**src/rtl/axis_packetizer.sv**
```systemverilog
// axis_packetizer: mesh network-interface transmitter.
// Each accepted request emits one header flit carrying the target/source
// coordinates and payload length. Exactly that many payload flits then pass
// through from the core-side stream, and the final flit is marked with TLAST.
module axis_packetizer #(
  parameter int DATA_WIDTH                    = 32,
  parameter int MAX_ROUTERS_X                 = 4,
  parameter int MAX_ROUTERS_X_WIDTH           = $clog2(MAX_ROUTERS_X),
  parameter int MAX_ROUTERS_Y                 = 4,
  parameter int MAX_ROUTERS_Y_WIDTH           = $clog2(MAX_ROUTERS_Y),
  parameter int MAXIMUM_PACKAGES_NUMBER       = 5,
  parameter int MAXIMUM_PACKAGES_NUMBER_WIDTH = $clog2(MAXIMUM_PACKAGES_NUMBER - 1),
  parameter int ROUTER_X                      = 0,
  parameter int ROUTER_Y                      = 0
`ifndef USE_LIGHT_STREAM
  ,
  parameter int ID_WIDTH                      = 4,
  parameter int DEST_WIDTH                    = 4,
  parameter int USER_WIDTH                    = 4
`endif
) (
  input  logic                                     clk,
  input  logic                                     rst_n,
  // packet request
  input  logic                                     req_valid,
  output logic                                     req_ready,
  input  logic [MAX_ROUTERS_X_WIDTH-1:0]           req_target_x,
  input  logic [MAX_ROUTERS_Y_WIDTH-1:0]           req_target_y,
  input  logic [MAXIMUM_PACKAGES_NUMBER_WIDTH-1:0] req_length,
  output logic                                     busy,
  // payload stream from the core
  input  logic [DATA_WIDTH-1:0]                    in_tdata,
  input  logic                                     in_tvalid,
  output logic                                     in_tready,
  input  logic                                     in_tlast,
  // flit stream to the router local port
  output logic [DATA_WIDTH-1:0]                    out_tdata,
  output logic                                     out_tvalid,
  input  logic                                     out_tready,
  output logic                                     out_tlast
`ifndef USE_LIGHT_STREAM
  ,
  input  logic [ID_WIDTH-1:0]                      in_tid,
  input  logic [DEST_WIDTH-1:0]                    in_tdest,
  input  logic [USER_WIDTH-1:0]                    in_tuser,
  output logic [ID_WIDTH-1:0]                      out_tid,
  output logic [DEST_WIDTH-1:0]                    out_tdest,
  output logic [USER_WIDTH-1:0]                    out_tuser
`endif
);

  localparam int X_W   = MAX_ROUTERS_X_WIDTH;
  localparam int Y_W   = MAX_ROUTERS_Y_WIDTH;
  localparam int P_W   = MAXIMUM_PACKAGES_NUMBER_WIDTH;
  localparam int HDR_W = 2 * X_W + 2 * Y_W + P_W;

  localparam logic [X_W-1:0] OWN_X = X_W'(ROUTER_X);
  localparam logic [Y_W-1:0] OWN_Y = Y_W'(ROUTER_Y);

  typedef enum logic [1:0] {
    IDLE    = 2'd0,
    HEADER  = 2'd1,
    PAYLOAD = 2'd2
  } state_t;

  state_t         state_q, state_d;
  logic [X_W-1:0] target_x_q;
  logic [Y_W-1:0] target_y_q;
  logic [P_W-1:0] length_q;
  logic [P_W-1:0] remaining_q;

  logic [HDR_W-1:0] header_bits;
  logic             payload_beat;
  logic             last_beat;

  // Upstream TLAST is deliberately ignored: the registered length alone
  // delimits the packet. TDEST from the core is replaced by the target.
`ifndef USE_LIGHT_STREAM
  logic unused_in_sideband;
  assign unused_in_sideband = ^{in_tlast, in_tdest};
`else
  logic unused_in_sideband;
  assign unused_in_sideband = in_tlast;
`endif

  // Fields are taken from registers, so the header cannot move while stalled.
  assign header_bits  = {OWN_Y, OWN_X, length_q, target_y_q, target_x_q};
  assign payload_beat = (state_q == PAYLOAD) && in_tvalid && out_tready;
  assign last_beat    = payload_beat && (remaining_q == P_W'(1));
  assign busy         = (state_q != IDLE);

  // State register.
  // NOTE: sequential state uses non-blocking assignments so every flop
  // samples pre-edge values regardless of process evaluation order.
  always_ff @(posedge clk or negedge rst_n) begin
    if (!rst_n) state_q <= IDLE;
    else        state_q <= state_d;
  end

  // Next-state logic.
  // NOTE: every combinational output gets a default before the case so no
  // path leaves it unassigned, which would otherwise infer a latch.
  always_comb begin
    state_d = state_q;
    case (state_q)
      IDLE:    if (req_valid)  state_d = HEADER;
      HEADER:  if (out_tready) state_d = (length_q == '0) ? IDLE : PAYLOAD;
      PAYLOAD: if (last_beat)  state_d = IDLE;
      default: state_d = IDLE;
    endcase
  end

  // Request capture and payload countdown.
  // NOTE: these are a handful of control registers, not a storage array, so
  // all of them are reset to give defined outputs straight out of reset.
  always_ff @(posedge clk or negedge rst_n) begin
    if (!rst_n) begin
      target_x_q  <= '0;
      target_y_q  <= '0;
      length_q    <= '0;
      remaining_q <= '0;
    end else begin
      if (state_q == IDLE && req_valid) begin
        target_x_q <= req_target_x;
        target_y_q <= req_target_y;
        length_q   <= req_length;
      end
      if (state_q == HEADER && out_tready) remaining_q <= length_q;
      else if (payload_beat)               remaining_q <= remaining_q - P_W'(1);
    end
  end

  // Output decode: header in HEADER, zero-latency pass-through in PAYLOAD.
  always_comb begin
    req_ready  = 1'b0;
    in_tready  = 1'b0;
    out_tvalid = 1'b0;
    out_tlast  = 1'b0;
    out_tdata  = '0;
`ifndef USE_LIGHT_STREAM
    out_tid    = '0;
    out_tuser  = '0;
    out_tdest  = DEST_WIDTH'({target_y_q, target_x_q});
`endif
    case (state_q)
      IDLE: req_ready = 1'b1;
      HEADER: begin
        out_tvalid = 1'b1;
        out_tlast  = (length_q == '0);
        out_tdata  = DATA_WIDTH'(header_bits);
      end
      PAYLOAD: begin
        out_tvalid = in_tvalid;
        in_tready  = out_tready;
        out_tlast  = (remaining_q == P_W'(1));
        out_tdata  = in_tdata;
`ifndef USE_LIGHT_STREAM
        out_tid    = in_tid;
        out_tuser  = in_tuser;
`endif
      end
      default: ;
    endcase
  end

endmodule

```
**config.mk**
```make
export PLATFORM = sky130hd
export DESIGN_NAME = axis_packetizer
export DESIGN_NICKNAME = d
export VERILOG_FILES = /design/src/rtl/axis_packetizer.sv
export SDC_FILE = /design/constraint.sdc
export NUM_CORES = 1
export LEC_CHECK = 0
export ABC_AREA = 1
export CAP_MARGIN = 20
export CORE_MARGIN = 1
export CORE_UTILIZATION = 30
export CTS_CLUSTER_DIAMETER = 100
export DETAILED_ROUTE_END_ITERATION = 8
export GPL_TIMING_DRIVEN = 0
export PLACE_DENSITY = 0.88
export SYNTH_ARGS = -nofsm -noshare
export SYNTH_HDL_FRONTEND = slang
export SYNTH_SLANG_ARGS = --single-unit
export TNS_END_PERCENT = 20
```
**constraint.sdc**
```tcl
create_clock -name clk -period 3.4 [get_ports clk]
set_clock_uncertainty 0.15 [all_clocks]
set_input_delay 0.34 -clock clk [delete_from_list [all_inputs] [get_ports clk]]
set_output_delay 0.34 -clock clk [all_outputs]
set_load 0.01 [all_outputs]
```
==> impl_metrics.yaml, run 1 <==
status:
  status: "finished with violations"
  violations: "design-rule violations"
clocking:
  clock_tree.root_cell: "clkbuf_4"
  post-cts-setup-buffers: 0
  cts_tree: "done"
  clkLatencyLatePin_ps: 270
  cts-resized-gates: 0
  clock_path_buffers: 2
  cts_buffers: 3
  clkSinkCount: 10
  cts.reportedPaths.clkPinSlew_ps: 70
  postCtsHoldBufs: 0
  h-tree-depth: 1
sta:
  drv_slew: 0
  hold_viol: 0
  grt_setup_unrepaired: "false"
  hold_slack_ps: 242
  max-slew-margin-rel_pct: 68.6
  fin_crit_sh_pct: 73.4
  tightestPinTransition_ps: 470
  post-route-min-period_ps: 2500
  setup_tns_ps: 0
  setup_viol: 0
  max_freq_ghz: 0.401
power_and_ir_drop:
  netSwitchingPower_uw: 509
  swShare_pct: 41.6
  seqPwrFrac_pct: 17.6
  p_total_mw: 1.22
  power_leakage_nw: 1.10
  p_int_uw: 713
  worst_ir_drop_vdd_v: 0.000485
  power.density_nw_per_um2: 610
  clockPowerShare_pct: 8.9
  power_frac_comb_pct: 73.5
logic_synthesis:
  ys_types: 15
  syn_avg_cell_area_um2: 5.98
  syn_inst: 157
  yosysSeqAreaShare_pct: 26.7
  yosysWarnings: 0
  synth_fp_nets: 218
  synth-seq-cells: 10
  netlist_area_um2: 938
floorplan:
  die_x_um: 57.9
  top_level_ports: 105
  die_h_um: 57.9
  dieArea_um2: 3360
  coreArea_um2: 2850
  initial_utilization_pct: 32.9
  rows: 19
critical_path:
  crit_family: "buffers and inverters"
  cp_cell_sequence: "inv_1 -> ha_1 -> buf_4 -> buf_4 -> nand2_1 -> a21oi_1 -> clkdlybuf4s50_1"
  crit_type: "reg -> out"
  critPathMostFrequentCell: "buf_4"
  critPathBufInv: 4
  cp_data_arrival_time_ps: 2010
  cp_max_fo: 10
  slowest_delay_ps: 570
  startpoint_type: "register"
  slowest_stage: "clkdlybuf4s50_1"
  cp-end-kind: "output pin"
  required_ps: 2910
global_route:
  grt.overflow.total: 0
  grt_pass1_wl_um: 5190
  grt_max_degree: 11
  grt_antenna_before_repair: 0
  grtUsageTotal_pct: 19.5
  first_global_vias: 1272
place:
  io_buffers: 99
  finalWeightedCongestion: 0.750
  place_area_um2: 1970
  hpwl_um: 2580
layout:
  antenna_cells: 0
  nets: 322
  fin_util_pct: 70.3
  stdcell_area_um2: 2000
  layout-drive-gt1-share_pct: 7.69
  area_delta_synth_final_pct: 114
routing:
  drt-vias-per-instance: 4.41
  vias: 1284
  wl_um: 3100
  drtIter0Drc: 40
  first_pass_iters: 6
  wl_per_cell_um: 10.6
  drtAntennaViolNets: 0
  drcViolationCount: 10
flow_run:
  maxCapViolations: 0
hold_path:
  min_path_type: "in -> async"
## synth_stat cells
master / number / area (um^2)
nor2_1: 2 / 7.51
inv_1: 46 / 173
nand2_2: 4 / 25.0
or2_4: 1 / 8.76
a21oi_1: 11 / 55.1
nand2_1: 59 / 221
ha_1: 5 / 62.6
buf_4: 2 / 15.0
buf_2: 3 / 15.0
nand3_1: 4 / 20.0
dfrtp_1: 10 / 250
o21ai_0: 4 / 20.0
mux2_2: 4 / 45.0
buf_6: 1 / 11.3
o21ai_2: 1 / 8.76
## sequential cells by signal, indices dropped and copies added (netlist names)
signal	count
length_q	2
state_q	2
target_x_q	2
target_y_q	2
remaining_q	2
## power groups by stage
| stage | Sequential (mW) | Clock, mW | Combinational, mW |
|---|---|---|---|
| global placement | 0.213 | 0 | 0.880 |
| finish | 0.216 | 0.108 | 0.898 |
| CTS | 0.215 | 0.115 | 0.905 |
| global route | 0.223 | 0.119 | 0.987 |
| floorplan | 0.222 | 0 | 0.448 |
| detailed placement | 0.217 | 0 | 0.900 |
## kinds of logic (layout without fill, tap and decap cells)
| logic type | after synthesis | after routing | share of synthesized area [%] |
|---|---|---|---|
| and+or+nand+nor | 70 | 70 | 30.1 |
| adders and majority gates | 5 | 5 | 6.67 |
| muxes | 4 | 4 | 4.80 |
| DFF | 10 | 10 | 26.7 |
| buffers and inverters | 52 | 155 | 22.8 |
| AOI/OAI and AO/OA | 16 | 16 | 8.93 |
## cell type report
| class | count | area, um^2 |
|---|---|---|
| Multi-Input combinational cell | 95 | 474 |
| Inverter | 46 | 173 |
| Timing Repair Buffer | 99 | 991 |
| Sequential cell | 10 | 250 |
| Clock buffer | 4 | 36.3 |
| Fill cell | 254 | 848 |
| Buffer | 6 | 41.3 |
| Tap cell | 31 | 38.8 |
## per-layer routing
metal / global-route usage (%) / wire (um) / vias to the layer above
met5: 0 / 0 / -
met4: 8.16 / 52 / 0
met2: 37.1 / 1520 / 68
li1: - / - / 657
met3: 3.57 / 318 / 6
met1: 20.8 / 1200 / 553
## metrics by stage
step | setup WS (ps) | cells
floorplan | 1780 | 157
global placement | 1230 | 287
detailed placement | 1200 | 287
CTS | 879 | 291
global route | 778 | 291
finish | 905 | 291
## worst paths after layout
path / start / end / slack (ps) / depth (start not counted)
min in group clk: state_q[0] / state_q[0] / 370 / 2
max reg2reg: state_q[1] / remaining_q[1] / 1890 / 8
min: rst_n / state_q[0] / 240 / 1
max: state_q[0] / out_tdata[0] / 900 / 7
max in group asynchronous: rst_n / remaining_q[0] / 2540 / 1
min reg2reg: state_q[0] / state_q[0] / 370 / 2
## worst reg2reg max path, stage by stage, from the launching register on
cell     delay, ps
dfrtp_1        400
inv_1          110
ha_1           180
buf_6          140
nand2_2         90
nand2_1         70
o21ai_0         70
nand2_1         80
o21ai_0         90
## cells in the final DEF (no fill, tap or decap)
cell type        netlist  routed
buf_4                  2       2
o21ai_0                4       4
inv_1                 46      46
buf_2                  3       3
or2_4                  1       1
clkbuf_4               0       3
nor2_1                 2       2
nand2_2                4       4
nand2_1               59      59
clkdlybuf4s50_1        0      99
clkbuf_8               0       1
buf_6                  1       1
o21ai_2                1       1
mux2_2                 4       4
dfrtp_1               10      10
ha_1                   5       5
nand3_1                4       4
a21oi_1               11      11
Power figures use the tool's default switching activity.
==> inputs of run 2 (changes only) <==
--- a/config.mk
+++ b/config.mk
@@ -8,11 +8,11 @@
 export ABC_AREA = 1
 export CAP_MARGIN = 20
 export CORE_MARGIN = 1
-export CORE_UTILIZATION = 30
+export CORE_UTILIZATION = 28
 export CTS_CLUSTER_DIAMETER = 100
 export DETAILED_ROUTE_END_ITERATION = 8
 export GPL_TIMING_DRIVEN = 0
-export PLACE_DENSITY = 0.88
+export PLACE_DENSITY = 0.83
 export SYNTH_ARGS = -nofsm -noshare
 export SYNTH_HDL_FRONTEND = slang
 export SYNTH_SLANG_ARGS = --single-unit
==> constraint.sdc (replaced) <==
create_clock -name clk -period 2.35 [get_ports clk]
set_clock_uncertainty 0.15 [all_clocks]
set_input_delay 0.235 -clock clk [delete_from_list [all_inputs] [get_ports clk]]
set_output_delay 0.235 -clock clk [all_outputs]
set_load 0.01 [all_outputs]
==> impl_metrics.yaml, run 2 (synthesis gave the netlist of run 1 again) <==
status:
  status: "completed"
critical_path:
  cp_max_fo: 10
  r2r-end: "remaining_q[0]"
  r2r_cells: 8
  critPathBufInv: 5
  cp_cell_sequence: "inv_2 -> ha_1 -> buf_4 -> buf_4 -> nand2_1 -> inv_1 -> clkdlybuf4s50_1"
  cp-startpoint: "state_q[0]"
  r2r_start: "state_q[1]"
  reg2reg_slack_ps: 870
  slowest_stage: "clkdlybuf4s50_1"
  crit_type: "reg -> out"
  required_ps: 1970
  path_depth: 7
  crit_path_end: "out_tdata[21]"
  crit_family: "buffers and inverters"
  critPathMostFrequentCell: "buf_4"
  cp_data_arrival_time_ps: 1870
  slowest_delay_ps: 530
  cp-end-kind: "output pin"
  startpoint_type: "register"
clocking:
  postCtsHoldBufs: 0
  clock_path_buffers: 2
  clkSinkCount: 10
  cts_buffers: 3
  post-cts-setup-buffers: 0
  cts.reportedPaths.clkPinSlew_ps: 60
  clkLatencyLatePin_ps: 260
  cts_tree: "done"
  h-tree-depth: 1
  clock_tree.root_cell: "clkbuf_4"
layout:
  nets: 322
  area_delta_synth_final_pct: 117
  layout-drive-gt1-share_pct: 7.72
  final_cell_mix: "clkdlybuf4s50_1, nand2_1, inv_1, a21oi_1, dfrtp_1"
  final_common_cell: "clkdlybuf4s50_1"
  antenna_cells: 0
  fill_cells: 268
power_and_ir_drop:
  power.density_nw_per_um2: 832
  power_leakage_nw: 1.27
  worst_ir_drop_vdd_v: 0.000696
  p_total_mw: 1.69
routing:
  vias: 1242
  wl_um: 3140
  drt-vias-per-instance: 4.10
  wl_met3_um: 313
  drtAntennaViolNets: 0
  drtIter0Drc: 38
  top_layer: "met4"
  drcViolationCount: 0
  first_pass_iters: 4
  met2RoutedLength_um: 1570
  met1_length_um: 1230
  wl_per_cell_um: 10.3
sta:
  grt_setup_unrepaired: "true"
  post-route-min-period_ps: 2250
  hold_slack_ps: 140
  drv_slew: 0
  fin_crit_sh_pct: 95.9
  worst_slack_ps: 97.5
  tightestPinTransition_ps: 451
  hold_viol: 0
  max-slew-margin-rel_pct: 69.8
  setup_viol: 0
  max_freq_ghz: 0.444
floorplan:
  die_x_um: 59.9
  rows: 20
  initial_utilization_pct: 30.0
  top_level_ports: 105
  coreArea_um2: 3130
  dieArea_um2: 3590
  die_h_um: 59.9
global_route:
  grtUsageTotal_pct: 16.9
  grt_pass1_wl_um: 4690
  grt.overflow.total: 0
  grt_max_degree: 11
  grt_antenna_before_repair: 0
  first_global_vias: 1127
place:
  post-place-ws_ps: 256
  hpwl_um: 2600
  io_buffers: 99
  finalWeightedCongestion: 0.777
hold_path:
  min_path_type: "in -> async"
flow_run:
  maxCapViolations: 0
[run 2: changes by cell type in the layout (fill, tap and decap cells not counted), sizes merged]
cell	change
dlygate4sd2	+5
clkbuf	-1
clkdlybuf4s50	-14
dlymetal6s2s	+9
[run 2: worst min path at each step]
stage	startpoint	to	slack, ps	depth (start not counted)
global placement	state_q[1]	state_q[1]	340	2
global route	rst_n	state_q[0]	180	1
CTS	rst_n	state_q[0]	140	1
floorplan	rst_n	length_q[0]	-210	0
detailed placement	state_q[0]	state_q[0]	350	2
finish	rst_n	state_q[0]	140	1
[run 2: layout make-up]
cell class	instances	area (um^2)	area share, %
plain buffers	6	52.6	2.58
clock buffers	3	22.5	1.11
inverters	46	173	8.49
multi-input cells	95	474	23.3
flip-flops and latches	10	250	12.3
well taps	44	55.1	2.71
repair buffers	99	1010	49.5
[run 2: repair_timing]
item / in CTS / in global routing
cloned: 0 / 0
endpoints found under the setup margin: 7 / 37
resized for setup: 6 / 15
[run 2: report_power, final]
group          internal [mW]  switching [mW]  leakage, nW  total, mW
logic                  0.663           0.609         1.14       1.27
registers              0.258          0.0527        0.118      0.311
clock network         0.0588          0.0512       0.0138      0.110
[run 2: per-stage QoR]
step / std cells / cell area (um^2) / utilization (%) / setup TNS, ps
finish: 303 / 2030 / 65.0 / 0
global route: 303 / 2030 / 65.0 / -108
CTS: 303 / 2000 / 64.0 / 0
detailed placement: 300 / 1980 / 63.4 / 0
global placement: 300 / 1980 / 63.4 / 0
floorplan: 157 / 938 / - / 0
[run 2: layer usage]
metal	track usage, %	vias to the layer above
met3	2.60	2
met2	33.3	63
met5	0	-
met1	17.7	521
met4	5.98	0
li1	-	656
==> inputs of run 3 (changes only) <==
--- a/config.mk
+++ b/config.mk
@@ -8,11 +8,12 @@
 export ABC_AREA = 1
 export CAP_MARGIN = 20
 export CORE_MARGIN = 1
-export CORE_UTILIZATION = 28
+export CORE_UTILIZATION = 30
 export CTS_CLUSTER_DIAMETER = 100
 export DETAILED_ROUTE_END_ITERATION = 8
 export GPL_TIMING_DRIVEN = 0
-export PLACE_DENSITY = 0.83
+export PLACE_DENSITY = 0.88
+export SKIP_LAST_GASP = 1
 export SYNTH_ARGS = -nofsm -noshare
 export SYNTH_HDL_FRONTEND = slang
 export SYNTH_SLANG_ARGS = --single-unit
==> constraint.sdc (replaced) <==
create_clock -name clk -period 2.9 [get_ports clk]
set_clock_uncertainty 0.15 [all_clocks]
set_input_delay 0.29 -clock clk [delete_from_list [all_inputs] [get_ports clk]]
set_output_delay 0.29 -clock clk [all_outputs]
set_load 0.01 [all_outputs]
==> results of run 3 <==
The final DEF is identical to that of run 1. Status: finished with violations: design-rule violations.
Main changes from that run: setup slack after placement 1200 ps -> 752 ps; setup slack after layout 905 ps -> 455 ps; hold slack 242 ps -> 192 ps; register-to-register setup slack 1890 ps -> 1390 ps; total power 1.22 mW -> 1.43 mW; worst IR drop on VDD 0.000485 V -> 0.000569 V
